$ cat config.mk
export PLATFORM = sky130hd
export DESIGN_NAME = ifetch_buffer
export DESIGN_NICKNAME = d
export VERILOG_FILES = /design/src/rtl/ifetch_buffer.sv
export SDC_FILE = /design/constraint.sdc
export NUM_CORES = 1
export LEC_CHECK = 0
export BUFFER_PORTS_ARGS = -buffer_cell sky130_fd_sc_hd__clkbuf_2
export CORE_ASPECT_RATIO = 0.5
export CORE_MARGIN = 10
export CORE_UTILIZATION = 54
export DETAILED_ROUTE_END_ITERATION = 12
export PLACE_DENSITY = 0.79
export SYNTH_ARGS = -nofsm -noshare
export SYNTH_HDL_FRONTEND = slang
export SYNTH_SLANG_ARGS = --single-unit
$ cat constraint.sdc
create_clock -name pc_clk -period 2.7 [get_ports pc_clk]
set_input_delay 0.54 -clock pc_clk [delete_from_list [all_inputs] [get_ports pc_clk]]
set_output_delay 0.54 -clock pc_clk [all_outputs]
set_load 0.02 [all_outputs]
$ cat src/rtl/ifetch_buffer.sv
// ifetch_buffer: single-outstanding instruction fetch feeding a 2-entry decode FIFO.
// Build option: define IFETCH_BYPASS_EN to forward a response straight to decode when the FIFO is empty.

package ifetch_buffer_pkg;
    localparam int unsigned XLEN  = 32;
    localparam int unsigned DEPTH = 2;
    localparam int unsigned CNT_W = $clog2(DEPTH + 1);

    typedef struct packed {
        logic [XLEN-1:0] pc;
        logic [XLEN-1:0] inst;
    } fetch_entry_t;
endpackage

module ifetch_buffer
    import ifetch_buffer_pkg::*;
(
    input  logic            pc_clk,
    input  logic            rst,
    input  logic [XLEN-1:0] pc_addr,
    output logic [XLEN-1:0] pc_plus4,
    output logic            pc_advance,
    input  logic            flush,
    output logic            imem_req,
    output logic [XLEN-1:0] imem_addr,
    input  logic            imem_ack,
    input  logic [XLEN-1:0] imem_rdata,
    output logic            id_valid,
    output logic [XLEN-1:0] id_inst,
    output logic [XLEN-1:0] id_pc,
    input  logic            id_ready
);

    typedef enum logic [1:0] {
        S_IDLE = 2'd0,
        S_REQ  = 2'd1,
        S_DROP = 2'd2
    } state_t;

    state_t             state;
    logic [CNT_W-1:0]   count;
    fetch_entry_t       head;
    fetch_entry_t       tail;
    fetch_entry_t       new_entry;
    logic               ack_ok;
    logic               bypass;
    logic               fifo_valid;
    logic               push;
    logic               pop;

    assign pc_plus4   = pc_addr + XLEN'(4);
    assign new_entry  = '{pc: imem_addr, inst: imem_rdata};

    // A response counts only when it answers a live (non-dropped) request and no redirect is in progress.
    assign ack_ok     = (state == S_REQ) && imem_ack && !flush && !rst;
    assign pc_advance = ack_ok;
    assign fifo_valid = (count != '0);

`ifdef IFETCH_BYPASS_EN
    assign bypass     = ack_ok && !fifo_valid && id_ready;
`else
    assign bypass     = 1'b0;
`endif

    assign push       = ack_ok && !bypass;
    assign pop        = fifo_valid && id_ready;
    assign id_valid   = fifo_valid || bypass;
    assign id_inst    = bypass ? imem_rdata : head.inst;
    assign id_pc      = bypass ? imem_addr  : head.pc;

    // Request FSM; a request, once raised, stays up until the memory acknowledges it.
    always_ff @(posedge pc_clk) begin
        if (rst) begin
            state     <= S_IDLE;
            imem_req  <= 1'b0;
            imem_addr <= '0;
        end else begin
            unique case (state)
                S_IDLE: begin
                    if (!flush && (count < CNT_W'(DEPTH))) begin
                        state     <= S_REQ;
                        imem_req  <= 1'b1;
                        imem_addr <= pc_addr;
                    end
                end
                S_REQ: begin
                    if (imem_ack) begin
                        state    <= S_IDLE;
                        imem_req <= 1'b0;
                    end else if (flush) begin
                        state    <= S_DROP;
                    end
                end
                S_DROP: begin
                    if (imem_ack) begin
                        state    <= S_IDLE;
                        imem_req <= 1'b0;
                    end
                end
                default: begin
                    state    <= S_IDLE;
                    imem_req <= 1'b0;
                end
            endcase
        end
    end

    // Shift-style FIFO: head always drives decode, so an empty FIFO keeps showing the last entry.
    always_ff @(posedge pc_clk) begin
        if (rst) begin
            count <= '0;
            head  <= '0;
            tail  <= '0;
        end else if (flush) begin
            count <= '0;
        end else begin
            count <= count + CNT_W'(push) - CNT_W'(pop);
            if (bypass) begin
                head <= new_entry;
            end
            unique case ({push, pop})
                2'b10: begin
                    if (count == '0) begin
                        head <= new_entry;
                    end else begin
                        tail <= new_entry;
                    end
                end
                2'b01: begin
                    if (count == CNT_W'(DEPTH)) begin
                        head <= tail;
                    end
                end
                2'b11: begin
                    if (count == CNT_W'(1)) begin
                        head <= new_entry;
                    end else begin
                        head <= tail;
                        tail <= new_entry;
                    end
                end
                default: begin
                end
            endcase
        end
    end

endmodule

==> results of run 1 <==
==> layout make-up <==
cell class / instances / area, um2 / share of cell area (%)
clock buffers: 19 / 453 / 4.72
inverters: 14 / 55.1 / 0.573
flip-flops and latches: 165 / 3300 / 34.4
multi-input cells: 655 / 4170 / 43.4
clock inverters: 13 / 146 / 1.52
well taps: 198 / 248 / 2.58
repair buffers: 221 / 1230 / 12.8
==> per-stage QoR <==
stage / utilization, % / cells / hold WS [ps] / power [uW] / area, um2
floorplan: - / 923 / 437 / 3250 / 7950
global placement: 62.4 / 1253 / 442 / 3560 / 9000
detailed placement: 62.4 / 1253 / 446 / 3570 / 9000
CTS: 66.5 / 1285 / 336 / 6010 / 9600
global route: 66.6 / 1285 / 343 / 6190 / 9600
finish: 66.6 / 1285 / 350 / 5970 / 9600
==> power by group <==
group | switching [uW] | internal, uW | total, uW
logic | 581 | 318 | 899
registers | 87.5 | 2530 | 2620
clock network | 1020 | 1430 | 2450
total | 1690 | 4280 | 5970
==> state kept, by name, indices dropped and copies added, names as in the netlist <==
name / flops
state: 2
tail: 64
id_inst: 32
id_pc: 32
imem_req: 1
count: 2
imem_addr: 32
==> synth_stat cells, types with 11 or more instances <==
library cell  number
inv_1             13
buf_2             23
xnor2_1           18
dfxtp_1          165
xor2_1            12
a21oi_1          100
nor2_1            70
a32oi_1           64
nand2_1          204
buf_6             13
a221oi_2          60
clkbuf_1          47
and2_1            66
nand3_1           11
==> what timing repair did <==
item,CTS,global route
resized for setup,0,1
endpoints found under the setup margin,0,1
hold endpoints to repair,0,0
==> cells by family (layout without fill, tap and decap cells) <==
kind of cell | Yosys count | after routing | synth area share, %
AOI/OAI and AO/OA | 236 | 236 | 25.9
xor gates and xnor gates | 30 | 30 | 3.30
adders and majority gates | 6 | 6 | 0.944
buffers and inverters | 103 | 267 | 6.59
DFF | 165 | 165 | 41.5
and+or+nand+nor | 383 | 383 | 21.7
==> critical path: stages <==
cell and delay (ps):
clkbuf_2 130, ha_1 180, and3_1 210, nand3_1 290
nor4_2 270, xor2_1 200, clkbuf_2 200
==> metal layers <==
metal	GRT usage (%)	up-vias	wire length, um
li1	-	3570	-
met1	29.5	3517	10500
met2	34.7	277	10700
met3	5.33	20	1730
met4	5.99	0	263
met5	0	-	0
==> worst paths after layout <==
check,endpoint,slack (ps),cells past startpoint
max,pc_plus4[28],140,7
min,tail[8]$_SDFFE_PP0P_,350,3
max reg2reg,id_pc[26]$_SDFFE_PP0P_,550,7
min reg2reg,tail[35]$_SDFFE_PP0P_,450,2
==> impl_metrics.json, run 1 <==
{
  "ys.warnings.count": 0,
  "synth_top_area_share_pct": 41.5,
  "grt_pass1_vias": 7157,
  "antenna_found_initial": 0,
  "die_area_um2": 20300,
  "r2r_start": "state[1]$_SDFFE_PP0P_",
  "slew_violations": 0,
  "cts_hold_buf": 0,
  "fin_crit_ps": 2560,
  "firstDrtPassIters": 5,
  "die_y_um": 106,
  "synth_edf_count": 0,
  "fin_skew_ps": 8.86,
  "n_fill_cell": 1206,
  "critPathLaunchType": "input port",
  "vdd_drop_max_v": 0.000500,
  "drt-total-wl_um": 23200,
  "setup-violations-final": 0,
  "cap_violations": 0,
  "tritoncts": "done",
  "grt_first_pass_wirelength_um": 37100,
  "hold_violations": 0,
  "wl_per_cell_um": 18.0,
  "drtIter0Drc": 514,
  "antenna_cells": 0,
  "antenna_left": 0,
  "area_growth_pct": 20.8,
  "cts_max_path_buffers": 2,
  "netlist.top_cell.by_area": "dfxtp_1",
  "syn_inst": 923,
  "dp_hpwl_um": 15600,
  "cts_max_level": 4,
  "synth_ff_type": "dfxtp_1",
  "clock_sinks": 165,
  "crit_start": "pc_addr[2]",
  "via_per_inst": 5.75,
  "synth-seq-cells": 165,
  "criticalPathCategory": "input port to output port",
  "grt-ovfl-total": 0,
  "dp_slack_ps": 124,
  "worst_slack_ps": 142,
  "worstPathMaxFanout": 8,
  "vias": 7384,
  "post-route-period-util_pct": 94.7,
  "cts.clk_slew.worst_paths_ps": 70,
  "layout.nets": 1149,
  "slew_headroom_pct": 42.1,
  "worst_pin_slew_ps": 868,
  "power_leakage_uw": 0.00361,
  "tns_ps": 0,
  "yosysUniqueCellTypes": 38,
  "syn-num-nets": 998,
  "postSynth.asyncResetShare_pct": 0,
  "drc": 0,
  "start_util_pct": 55.1,
  "hold_path.class": "input port to flip-flop",
  "post_cts_buffers": 0,
  "io_pins": 200,
  "powerDensity_nw_per_um2": 622,
  "synth.area.top_cells": "dfxtp_1 (42%), a221oi_2 (11%), nand2_1 (9.6%)",
  "ctsRootBufferMaster": "clkbuf_16",
  "die_w_um": 192,
  "clk_latency_ps": 420,
  "mappedNetlistArea_um2": 7950,
  "grt_start_max_net_pins": 166,
  "core_area_um2": 14400,
  "drive_gt1_share_pct": 30.0,
  "final_common_cell": "nand2_1",
  "gp_congestion": 0.837,
  "critPathRequiredTime_ps": 2160,
  "worstHoldStart": "imem_rdata[8]",
  "avgSynthCellArea_um2": 8.61,
  "timing.fmax_mhz": 391,
  "status": "finished clean",
  "rows": 31,
  "portBuffers": 199,
  "grt_setup_unrepaired": "no",
  "grt_usage_pct": 22.0,
  "final_cell_mix": "nand2_1 (202), clkbuf_2 (198), dfxtp_1 (165), a21oi_1 (100), nor2_1 (70)",
  "critical_path.endpoint_type": "output port",
  "cts_buffers": 17,
  "seq_area_frac_synth_pct": 41.5,
  "crit_arrival_ps": 2020
}
(Power assumes the default switching activity.)
==> run 2, diff against run 1 <==
--- a/config.mk
+++ b/config.mk
@@ -5,10 +5,11 @@
 export SDC_FILE = /design/constraint.sdc
 export NUM_CORES = 1
 export LEC_CHECK = 0
+export ABC_AREA = 1
 export BUFFER_PORTS_ARGS = -buffer_cell sky130_fd_sc_hd__clkbuf_2
 export CORE_ASPECT_RATIO = 0.5
 export CORE_MARGIN = 10
-export CORE_UTILIZATION = 54
+export CORE_UTILIZATION = 55
 export DETAILED_ROUTE_END_ITERATION = 12
 export PLACE_DENSITY = 0.79
 export SYNTH_ARGS = -nofsm -noshare
==> run 2 against run 1 <==
  * Register-to-register slack better by 100 ps
  * Sequential share of layout area is 2.9 points lower
  * Area after synthesis is 14% higher
  * Highest routed layer unchanged
  * Count of clock-buffer cells in the layout is 2 lower
  * Clock power is 2% lower
  * Final area is 9.2% higher
  * Largest cell class unchanged
  * Final cell count is 34% higher
  * Critical endpoint is now pc_plus4[12]
  * Combinational power is 62% higher
  * Core utilization is 0.089 points higher
  * Via count is 17% higher
==> impl_metrics.json, run 2 <==
{
  "grt_setup_unrepaired": "no",
  "grt_pass1_vias": 8149,
  "syn_inst": 1336,
  "powerDensity_nw_per_um2": 636,
  "crit_arrival_ps": 1960,
  "timing.fmax_mhz": 401,
  "r2r_slack_ps": 650,
  "hold_path.class": "input port to flip-flop",
  "ctsRootBufferMaster": "clkbuf_16",
  "netlist.top_cell.by_area": "dfxtp_1",
  "worstPathMaxFanout": 5,
  "seq_area_frac_synth_pct": 36.6,
  "via_per_inst": 5.01,
  "ys.warnings.count": 0,
  "gp_congestion": 0.946,
  "status": "finished clean",
  "grt_first_pass_wirelength_um": 42300,
  "synth.area.top_cells": "dfxtp_1 (37%), nand2_1 (10%), nor2_1 (9.8%)",
  "synth_top_area_share_pct": 36.6,
  "cts_hold_buf": 0,
  "final_common_cell": "nand2_1",
  "synth_edf_count": 0,
  "final_cell_mix": "nand2_1 (241), nor2_1 (235), clkbuf_2 (199), inv_1 (181), dfxtp_1 (165)",
  "cts.clk_slew.worst_paths_ps": 70,
  "power_leakage_uw": 0.00591,
  "start_util_pct": 57.4,
  "tritoncts": "done",
  "n_fill_cell": 1459,
  "wl_per_cell_um": 14.9,
  "mappedNetlistArea_um2": 9030,
  "dp_hpwl_um": 18100,
  "grt-ovfl-total": 0,
  "layout.nets": 1568,
  "clock_sinks": 165,
  "vias": 8658,
  "drc": 0,
  "cts_max_level": 4,
  "drt-total-wl_um": 25700,
  "slew_violations": 0,
  "fin_crit_ps": 2500,
  "critical_path.endpoint_type": "output port",
  "antenna_found_initial": 0,
  "worst_pin_slew_ps": 789,
  "critPathRequiredTime_ps": 2160,
  "area_growth_pct": 16.2,
  "hold_violations": 0,
  "cts_max_path_buffers": 2,
  "yosysUniqueCellTypes": 29,
  "cap_violations": 0,
  "portBuffers": 199,
  "hold_slack_ps": 351,
  "firstDrtPassIters": 6,
  "die_y_um": 111,
  "grt_start_max_net_pins": 163,
  "cts_resized": 0,
  "grt_usage_pct": 22.6,
  "cts_buffers": 17,
  "drtIter0Drc": 648,
  "avgSynthCellArea_um2": 6.76,
  "postSynth.asyncResetShare_pct": 0,
  "synthTopCellsByCount": "nand2_1 (242), nor2_1 (235), inv_1 (181), dfxtp_1 (165), nand3_1 (141)",
  "core_area_um2": 15700,
  "setup-violations-final": 0,
  "syn-num-nets": 1411,
  "slew_headroom_pct": 47.4,
  "vdd_drop_max_v": 0.000553,
  "post_cts_buffers": 0,
  "critPathLaunchType": "input port",
  "antenna_cells": 0,
  "die_area_um2": 22200,
  "tns_ps": 0,
  "regMostFlops": "tail",
  "rows": 32,
  "synth_ff_type": "dfxtp_1",
  "synth-seq-cells": 165,
  "largest_reg_flops": 64,
  "io_pins": 200,
  "clk_latency_ps": 430,
  "post-route-period-util_pct": 92.4,
  "fin_skew_ps": 19.6,
  "criticalPathCategory": "input port to output port",
  "synth.most_common_cell": "nand2_1",
  "drive_gt1_share_pct": 26.7,
  "antenna_left": 0,
  "die_w_um": 201
}
run 2: cell type report:
type,count,area (um2),area share [%]
clock buffers,17,425,4.06
clock inverters,15,156,1.49
inverters,219,825,7.86
multi-input cells,875,4330,41.3
flip-flops and latches,165,3300,31.5
well taps,221,277,2.64
repair buffers,215,1170,11.1
run 2: through the flow:
step / area (um2) / std cells / setup slack (ps) / util (%) / power, uW
floorplan: 9030 / 1336 / 532 / - / 3840
global placement: 9900 / 1695 / 322 / 62.9 / 4290
detailed placement: 9900 / 1695 / 226 / 62.9 / 4340
CTS: 10500 / 1727 / 214 / 66.6 / 6720
global route: 10500 / 1727 / 74.8 / 66.6 / 7010
finish: 10500 / 1727 / 205 / 66.6 / 6670
run 2: kinds of logic (layout without fill, tap and decap cells):
kind of cell / count (synthesis) / after routing / share of synthesized area, %
simple gates: 747 / 747 / 39.6
buf+inv: 296 / 466 / 15.5
flops: 165 / 165 / 36.6
compound gates: 106 / 106 / 5.88
xor+xnor: 16 / 16 / 1.55
fa+ha+maj: 6 / 6 / 0.832
run 2: path summary, 6_finish.rpt:
path | start | end | cells past startpoint
worst max register to register | state[1]$_SDFFE_PP0P_ | id_inst[27]$_SDFFE_PP0P_ | 11
worst min-delay path | rst | imem_req$_SDFFE_PP0P_ | 2
worst max-delay path | pc_addr[3] | pc_plus4[12] | 8
worst min register to register | tail[22]$_SDFFE_PP0P_ | tail[22]$_SDFFE_PP0P_ | 2
run 2: report_power, final:
| group | internal, uW | switching (uW) | leakage (uW) |
|---|---|---|---|
| logic | 473 | 988 | 0.00428 |
| clock network | 1240 | 1150 | 0.000285 |
| registers | 2630 | 193 | 0.00134 |
| total | 4340 | 2330 | 0.00591 |
run 2: metal layers:
metal  wire, um  global-route usage, %
met1      11400                   28.4
met2      12000                   38.3
met3       1950                   5.91
met4        337                   4.90
met5          0                      0
run 2: critical path: stages:
cell	delay, ps
clkbuf_2	110
ha_1	220
nand3_1	190
inv_1	90
nand2_1	130
nor2_1	290
xor2_1	190
clkbuf_2	190
